<file path="src/rtl/i2s_tx_if.sv">
// Sample-side bus of the i2s_tx audio back-end: the filter's sample strobe
// and FIFO status going one way, the I2S lines going out to the DAC.
// "master" is the sample source; "slave" is the i2s_tx block itself.
interface i2s_tx_if #(
  parameter int N_BITS = 24
) ();
  logic signed [N_BITS-1:0] sample_in;
  logic                     sample_valid;
  logic                     fifo_full;
  logic                     overflow;
  logic                     underrun;
  logic                     bclk;
  logic                     lrclk;
  logic                     sdata;

  modport master (
    output sample_in, sample_valid,
    input  fifo_full, overflow, underrun, bclk, lrclk, sdata
  );

  modport slave (
    input  sample_in, sample_valid,
    output fifo_full, overflow, underrun, bclk, lrclk, sdata
  );
endinterface

</file>
<file path="src/rtl/i2s_tx.sv">
// i2s_tx: buffers mono samples in a small FIFO and serializes each one as a
// Philips I2S frame (same word in the left and right slots). The block is
// the I2S bus master and derives bclk/lrclk from ck.
// Optional feature macro I2S_TX_UNDERRUN_HOLD_EN: when defined, an underrun
// repeats the previous frame word instead of sending silence.
module i2s_tx #(
  parameter int N_BITS     = 24,
  parameter int SLOT_BITS  = 32,
  parameter int BCLK_DIV   = 4,
  parameter int FIFO_DEPTH = 4
) (
  input logic   ck,
  input logic   rst,
  i2s_tx_if.slave bus
);
  localparam int FRAME_BITS = 2 * SLOT_BITS;
  localparam int IDX_W      = $clog2(FRAME_BITS);
  localparam int DIV_W      = $clog2(BCLK_DIV);
  localparam int AW         = $clog2(FIFO_DEPTH);
  localparam int CW         = AW + 1;

  localparam logic [DIV_W-1:0]  DIV_LAST = DIV_W'(BCLK_DIV - 1);
  localparam logic [DIV_W-1:0]  DIV_HALF = DIV_W'(BCLK_DIV / 2);
  localparam logic [DIV_W-1:0]  DIV_ONE  = DIV_W'(1);
  localparam logic [IDX_W-1:0]  IDX_LAST = IDX_W'(FRAME_BITS - 1);
  localparam logic [IDX_W-1:0]  IDX_ONE  = IDX_W'(1);
  localparam logic [IDX_W-1:0]  SLOT_LEN = IDX_W'(SLOT_BITS);
  localparam logic [IDX_W-1:0]  MSB_POS  = IDX_W'(N_BITS);
  localparam logic [AW-1:0]     PTR_ONE  = AW'(1);
  localparam logic [CW-1:0]     FULL_CNT = CW'(FIFO_DEPTH);
  localparam logic [N_BITS-1:0] BIT_ONE  = N_BITS'(1);

  // registered state
  logic [DIV_W-1:0]  div_cnt_r;
  logic              bclk_r;
  logic              lrclk_r;
  logic              sdata_r;
  logic [IDX_W-1:0]  bit_idx_r;
  logic [N_BITS-1:0] frame_word_r;
  logic [N_BITS-1:0] mem_r [FIFO_DEPTH];
  logic [AW-1:0]     rd_ptr_r;
  logic [AW-1:0]     wr_ptr_r;
  logic [CW-1:0]     count_r;
  logic              fifo_full_r;
  logic              overflow_r;
  logic              underrun_r;

  // next-state / decode
  logic              tick_s;
  logic              frame_start_s;
  logic              fifo_empty_s;
  logic              pop_s;
  logic              push_s;
  logic [DIV_W-1:0]  div_next_s;
  logic [IDX_W-1:0]  bit_idx_next_s;
  logic [IDX_W-1:0]  pos_s;
  logic              lrclk_next_s;
  logic              sdata_next_s;
  logic [N_BITS-1:0] bit_mask_s;
  logic [N_BITS-1:0] frame_word_next_s;
  logic [CW-1:0]     count_next_s;

  // Divider tick, frame position, FIFO handshake and the next serial bit.
  always_comb begin
    tick_s            = (div_cnt_r == DIV_LAST);
    div_next_s        = div_cnt_r + DIV_ONE;
    bit_idx_next_s    = bit_idx_r;
    frame_word_next_s = frame_word_r;
    sdata_next_s      = 1'b0;

    if (tick_s) begin
      div_next_s = {DIV_W{1'b0}};
    end else begin
      div_next_s = div_cnt_r + DIV_ONE;
    end

    frame_start_s = tick_s && (bit_idx_r == IDX_LAST);
    fifo_empty_s  = (count_r == {CW{1'b0}});
    // A pop only happens with data present, so an empty FIFO never bypasses.
    pop_s         = frame_start_s && !fifo_empty_s;
    push_s        = bus.sample_valid && ((count_r != FULL_CNT) || pop_s);
    count_next_s  = count_r + {{AW{1'b0}}, push_s} - {{AW{1'b0}}, pop_s};

    if (!tick_s) begin
      bit_idx_next_s = bit_idx_r;
    end else if (bit_idx_r == IDX_LAST) begin
      bit_idx_next_s = {IDX_W{1'b0}};
    end else begin
      bit_idx_next_s = bit_idx_r + IDX_ONE;
    end

    if (pop_s) begin
      frame_word_next_s = mem_r[rd_ptr_r];
    end else if (frame_start_s) begin
`ifdef I2S_TX_UNDERRUN_HOLD_EN
      frame_word_next_s = frame_word_r;
`else
      frame_word_next_s = {N_BITS{1'b0}};
`endif
    end else begin
      frame_word_next_s = frame_word_r;
    end

    lrclk_next_s = (bit_idx_next_s >= SLOT_LEN);
    if (lrclk_next_s) begin
      pos_s = bit_idx_next_s - SLOT_LEN;
    end else begin
      pos_s = bit_idx_next_s;
    end

    // One-bit I2S delay: MSB at slot position 1, LSB at position N_BITS.
    bit_mask_s = BIT_ONE << (MSB_POS - pos_s);
    if ((pos_s != {IDX_W{1'b0}}) && (pos_s <= MSB_POS)) begin
      sdata_next_s = |(frame_word_next_s & bit_mask_s);
    end else begin
      sdata_next_s = 1'b0;
    end
  end

  // Divider, I2S line registers, frame word and FIFO bookkeeping.
  always_ff @(posedge ck or posedge rst) begin
    if (rst) begin
      div_cnt_r    <= {DIV_W{1'b0}};
      bclk_r       <= 1'b0;
      lrclk_r      <= 1'b0;
      sdata_r      <= 1'b0;
      bit_idx_r    <= IDX_LAST;
      frame_word_r <= {N_BITS{1'b0}};
      rd_ptr_r     <= {AW{1'b0}};
      wr_ptr_r     <= {AW{1'b0}};
      count_r      <= {CW{1'b0}};
      fifo_full_r  <= 1'b0;
      overflow_r   <= 1'b0;
      underrun_r   <= 1'b0;
    end else begin
      div_cnt_r    <= div_next_s;
      // bclk falls on the same edge that moves lrclk/sdata
      bclk_r       <= (div_next_s >= DIV_HALF);
      bit_idx_r    <= bit_idx_next_s;
      frame_word_r <= frame_word_next_s;
      if (tick_s) begin
        lrclk_r <= lrclk_next_s;
        sdata_r <= sdata_next_s;
      end
      if (push_s) begin
        wr_ptr_r <= wr_ptr_r + PTR_ONE;
      end
      if (pop_s) begin
        rd_ptr_r <= rd_ptr_r + PTR_ONE;
      end
      count_r     <= count_next_s;
      fifo_full_r <= (count_next_s == FULL_CNT);
      overflow_r  <= bus.sample_valid && !push_s;
      underrun_r  <= frame_start_s && fifo_empty_s;
    end
  end

  // FIFO storage; contents need no reset because the pointers define validity.
  always_ff @(posedge ck) begin
    if (push_s) begin
      mem_r[wr_ptr_r] <= bus.sample_in;
    end
  end

  assign bus.bclk      = bclk_r;
  assign bus.lrclk     = lrclk_r;
  assign bus.sdata     = sdata_r;
  assign bus.fifo_full = fifo_full_r;
  assign bus.overflow  = overflow_r;
  assign bus.underrun  = underrun_r;
endmodule

</file>
<file path="src/flat_wrapper.sv">
// flat-port wrapper written by rule: the top's interface ports become plain ports
module i2s_tx_flat 
#(
  parameter int N_BITS     = 24,
  parameter int SLOT_BITS  = 32,
  parameter int BCLK_DIV   = 4,
  parameter int FIFO_DEPTH = 4
)
  (ck, rst, bus_sample_in, bus_sample_valid, bus_fifo_full, bus_overflow, bus_underrun, bus_bclk, bus_lrclk, bus_sdata);
  i2s_tx_if #(.N_BITS(N_BITS)) bus_i ();
  input logic ck;
  input logic rst;
  input wire logic [$bits(bus_i.sample_in)-1:0] bus_sample_in;
  input wire logic [$bits(bus_i.sample_valid)-1:0] bus_sample_valid;
  output wire logic [$bits(bus_i.fifo_full)-1:0] bus_fifo_full;
  output wire logic [$bits(bus_i.overflow)-1:0] bus_overflow;
  output wire logic [$bits(bus_i.underrun)-1:0] bus_underrun;
  output wire logic [$bits(bus_i.bclk)-1:0] bus_bclk;
  output wire logic [$bits(bus_i.lrclk)-1:0] bus_lrclk;
  output wire logic [$bits(bus_i.sdata)-1:0] bus_sdata;
  assign bus_i.sample_in = bus_sample_in;
  assign bus_i.sample_valid = bus_sample_valid;
  assign bus_fifo_full = bus_i.fifo_full;
  assign bus_overflow = bus_i.overflow;
  assign bus_underrun = bus_i.underrun;
  assign bus_bclk = bus_i.bclk;
  assign bus_lrclk = bus_i.lrclk;
  assign bus_sdata = bus_i.sdata;
  i2s_tx #(.N_BITS(N_BITS), .SLOT_BITS(SLOT_BITS), .BCLK_DIV(BCLK_DIV), .FIFO_DEPTH(FIFO_DEPTH)) u_core (.ck(ck), .rst(rst), .bus(bus_i));
endmodule
</file>
<file path="config.mk">
export PLATFORM = sky130hd
export DESIGN_NAME = i2s_tx_flat
export DESIGN_NICKNAME = d
export VERILOG_FILES = /design/src/rtl/i2s_tx_if.sv /design/src/rtl/i2s_tx.sv /design/src/flat_wrapper.sv
export SDC_FILE = /design/constraint.sdc
export NUM_CORES = 1
export LEC_CHECK = 0
export ABC_AREA = 1
export BUFFER_PORTS_ARGS = -buffer_cell sky130_fd_sc_hd__buf_2
export CAP_MARGIN = 20
export CORE_MARGIN = 2
export CORE_UTILIZATION = 55
export CTS_CLUSTER_SIZE = 8
export DETAILED_ROUTE_END_ITERATION = 8
export PLACE_DENSITY_LB_ADDON = 0.05
export SETUP_SLACK_MARGIN = 0.05
export SYNTH_ARGS = -nofsm -noshare
export SYNTH_HDL_FRONTEND = slang
export SYNTH_SLANG_ARGS = --single-unit
</file>
<file path="constraint.sdc">
create_clock -name ck -period 3.4 [get_ports ck]
set_clock_uncertainty 0.1 [all_clocks]
set_input_delay 0.51 -clock ck [delete_from_list [all_inputs] [get_ports ck]]
set_output_delay 0.51 -clock ck [all_outputs]
set_load 0.05 [all_outputs]
</file>
==> flow_summary.ini <==
[drt]
drt-wirelength-per-cell_um = 15.0
drt-initial-drc-count = 313
routed_via_density = 5.11
met1Wirelength_um = 5270
routed-via-count = 3825
first_pass_iters = 5
route.met3.wl_um = 537
highest_layer = met4
routed-wl-met2_um = 5170
drt_wl_total_um = 11200
antenna_violating_nets_post_route = 0
drc = 0

[run]
max-cap-violations = 0

[finish]
area_growth_pct = 13.3
multi_input_comb_area_um2 = 1700
area_taken_by_flip_flops_and_latches_um2 = 3990
antenna_cells_inserted = 0
final_design_area_no_fill_um2 = 6790
drive_above_1_share_pct = 18.4
fillCellCount = 888
fin_nets = 632

[timing]
fin_setup_tns_ns = 0
timing.final.hold_violations = 6
post-route-min-period_ns = 2.86
final.hold.worst_slack_ns = -0.00826
setup_repair_after_global_routing_missed_its_margin = false
drv_slew = 0
final_min_period_over_clock_period_pct = 84.2
max_slew_headroom_pct = 54.2
tightest_slew_ns = 0.686
count_of_endpoints_failing_setup_in_the_final_report = 0
clock.fmax_mhz = 349

[die]
chipHeight_um = 108
ios = 33
die_area_um2 = 11700
initial_utilization_pct = 55.8
core_um2 = 10700
die_width_um = 108
core.rowCount = 38

[worst_hold_path]
hold_path_class = in -> async

[critical_path]
path_class = reg -> reg
cpPeakStageDelay_ns = 0.56
largest_fanout_on_the_critical_path = 6
r2r_depth = 14
cp.required_ns = 3.77
ff_to_ff_end = u_core.bus.fifo_full
timing.critical_path.cells = ha_1 > nand2_4 > nor2_4 > nand2_2 > nand3_1 > nand2_1 > inv_1 > ha_1 > inv_1 > fa_1 > xnor2_1 > xnor2_1 > nand2_1 > nor2_1
regToRegStartpoint = u_core.bit_idx_r[0]
timing.critical_path.arrival_ns = 3.23
crit_path_end_kind = register
timing.critical_path.slowest_stage_cell = dfstp_2
rrSetupSlack_ns = 0.54
cp-start-kind = register

[placement]
gp_congestion = 0.842
post_dp_cell_area_um2 = 6290
dp_hpwl_um = 7110
port-buffer-count = 32

[clocking]
path_clk_slew_ns = 0.06
ctsResizeCount = 0
tritoncts.num_buffers = 17
clock-sinks = 140
cts_buffer_depth = 2
h-tree-depth = 4
cts_hold_repair.buffers = 0
post_cts_buffers = 0
worstSkewPairLatency_ns = 0.54
cts_tree = yes
clk_root_buffer_cell = clkbuf_8

[global_route]
grt_max_degree = 58
globalRouteTotalUtil_pct = 21.6
grt_overflow_total = 0
grt_first_pass_wirelength_um = 18700
first_global_vias = 3680
antenna_found_initial = 0

[yosys]
synth.yosys.warnings = 0
portion_of_synthesized_cell_area_occupied_by_the_leading_cell_type_pct = 48.1
synthCells = 554
largest_cells_by_area_after_synthesis = edfxtp_1 48%, dfrtp_1 16%, nand2_1 11%
mappedNetlistNets = 590
syn_avg_cell_area_um2 = 10.8
synth.largest_area_cell = edfxtp_1
synth_cell_type_count = 32
ys_seq_area_share_pct = 66.6
postSynthRegisterBits = 140
post_synthesis_instance_area_um2 = 5990

[power]
power-per-cell-area_nw_per_um2 = 633
static-leakage-power_uw = 0.00294
peakVddDrop_mv = 0.383
post-layout-total-power_uw = 4300

[status]
failed_checks = negative hold slack
run_status = finished with violations
layout by cell type, fill, tap and decap left out, types with 3 or more instances in the layout:
master / n
nand2_1: 174
edfxtp_1: 96
nand3_1: 55
inv_1: 40
dfrtp_1: 38
nor2_1: 32
buf_2: 32
o21ai_0: 21
clkbuf_16: 16
a21oi_1: 11
o21ai_2: 11
buf_4: 11
nand2_2: 9
nor2_2: 8
ha_1: 8
clkinv_1: 7
dfstp_2: 6
inv_2: 5
clkinv_2: 4
xnor2_1: 3
clkbuf_1: 3
critical path: cells and delay by family, from the launching register on:
| kind | cells | cell delay (ns) |
|---|---|---|
| XOR/XNOR | 2 | 0.33 |
| adder cells (fa/ha/maj) | 3 | 0.78 |
| buffers and inverters | 2 | 0.19 |
| flip-flops | 1 | 0.56 |
| AND/OR/NAND/NOR | 7 | 0.82 |
cells by family after synthesis:
| group | count (synthesis) | synth area share, % |
|---|---|---|
| buffers and inverters | 66 | 5.14 |
| AND/OR/NAND/NOR | 287 | 20.8 |
| XOR/XNOR | 5 | 0.731 |
| adder cells (fa/ha/maj) | 9 | 2.00 |
| flip-flops | 140 | 66.6 |
| AO/OA/AOI/OAI | 47 | 4.70 |
where the power goes:
part | internal (µW) | leakage, µW | switching (µW) | total, µW
registers | 2120 | 0.00146 | 84.8 | 2200
logic | 149 | 0.00124 | 363 | 512
clock network | 946 | 0.000247 | 641 | 1590
cells in the mapped netlist:
library cell,instances
nand2_1,174
edfxtp_1,96
nand3_1,55
inv_1,41
dfrtp_1,38
nor2_1,36
o21ai_0,21
a21oi_1,11
o21ai_2,11
nand2_2,9
buf_2,8
ha_1,8
dfstp_2,6
inv_2,5
buf_4,4
nor2_2,4
buf_6,3
clkbuf_1,3
xnor2_1,3
nand2_4,2
nand4_1,2
nor2_4,2
o21ai_1,2
xor2_1,2
buf_8,1
clkbuf_2,1
fa_1,1
nand3_2,1
nor2_8,1
nor3_4,1
o211ai_1,1
o21a_1,1
per-stage QoR:
step / hold slack (ns) / utilization, % / setup slack, ns / std cells
after CTS: 0.0117 / 63.2 / 0.531 / 749
final: -0.00826 / 63.2 / 0.536 / 749
after global routing: 0.0394 / 63.2 / 0.270 / 749
after global placement: 0.311 / 58.5 / 0.619 / 717
after floorplan: 0.301 / - / 0.149 / 554
after detailed placement: 0.320 / 58.5 / 0.542 / 717
layout make-up:
class,instances,share of cell area (%)
Sequential cell,140,58.8
Multi-Input combinational cell,348,25.1
Clock buffer,20,6.26
Timing Repair Buffer,43,3.57
Tap cell,140,2.58
Inverter,46,2.54
Clock inverter,12,1.18
registers in the layout, indices dropped and copies added (netlist names):
signal,flops
u_core.mem_r,96
u_core.bus.lrclk,1
u_core.frame_word_r,24
u_core.bit_idx_r,6
u_core.wr_ptr_r,2
u_core.bus.overflow,1
u_core.bus.underrun,1
u_core.bus.bclk,1
u_core.rd_ptr_r,2
u_core.div_cnt_r,1
u_core.bus.sdata,1
u_core.bus.fifo_full,1
u_core.count_r,3
worst max-delay path by stage:
stage / startpoint / endpoint
final: u_core.bit_idx_r[0] / u_core.bus.fifo_full
after global routing: u_core.bit_idx_r[0] / u_core.bus.fifo_full
after CTS: u_core.bit_idx_r[0] / u_core.bus.fifo_full
after detailed placement: u_core.bit_idx_r[0] / u_core.bus.fifo_full
after global placement: u_core.bit_idx_r[0] / u_core.bus.fifo_full
after floorplan: u_core.bus.bclk / u_core.mem_r[0][0]
layer usage:
| layer | global-route usage (%) | up-vias |
|---|---|---|
| li1 | - | 1924 |
| met1 | 29.3 | 1798 |
| met2 | 33.5 | 82 |
| met3 | 5.97 | 21 |
| met4 | 8.33 | 0 |
| met5 | 0 | - |
(Power assumes the default switching activity.)
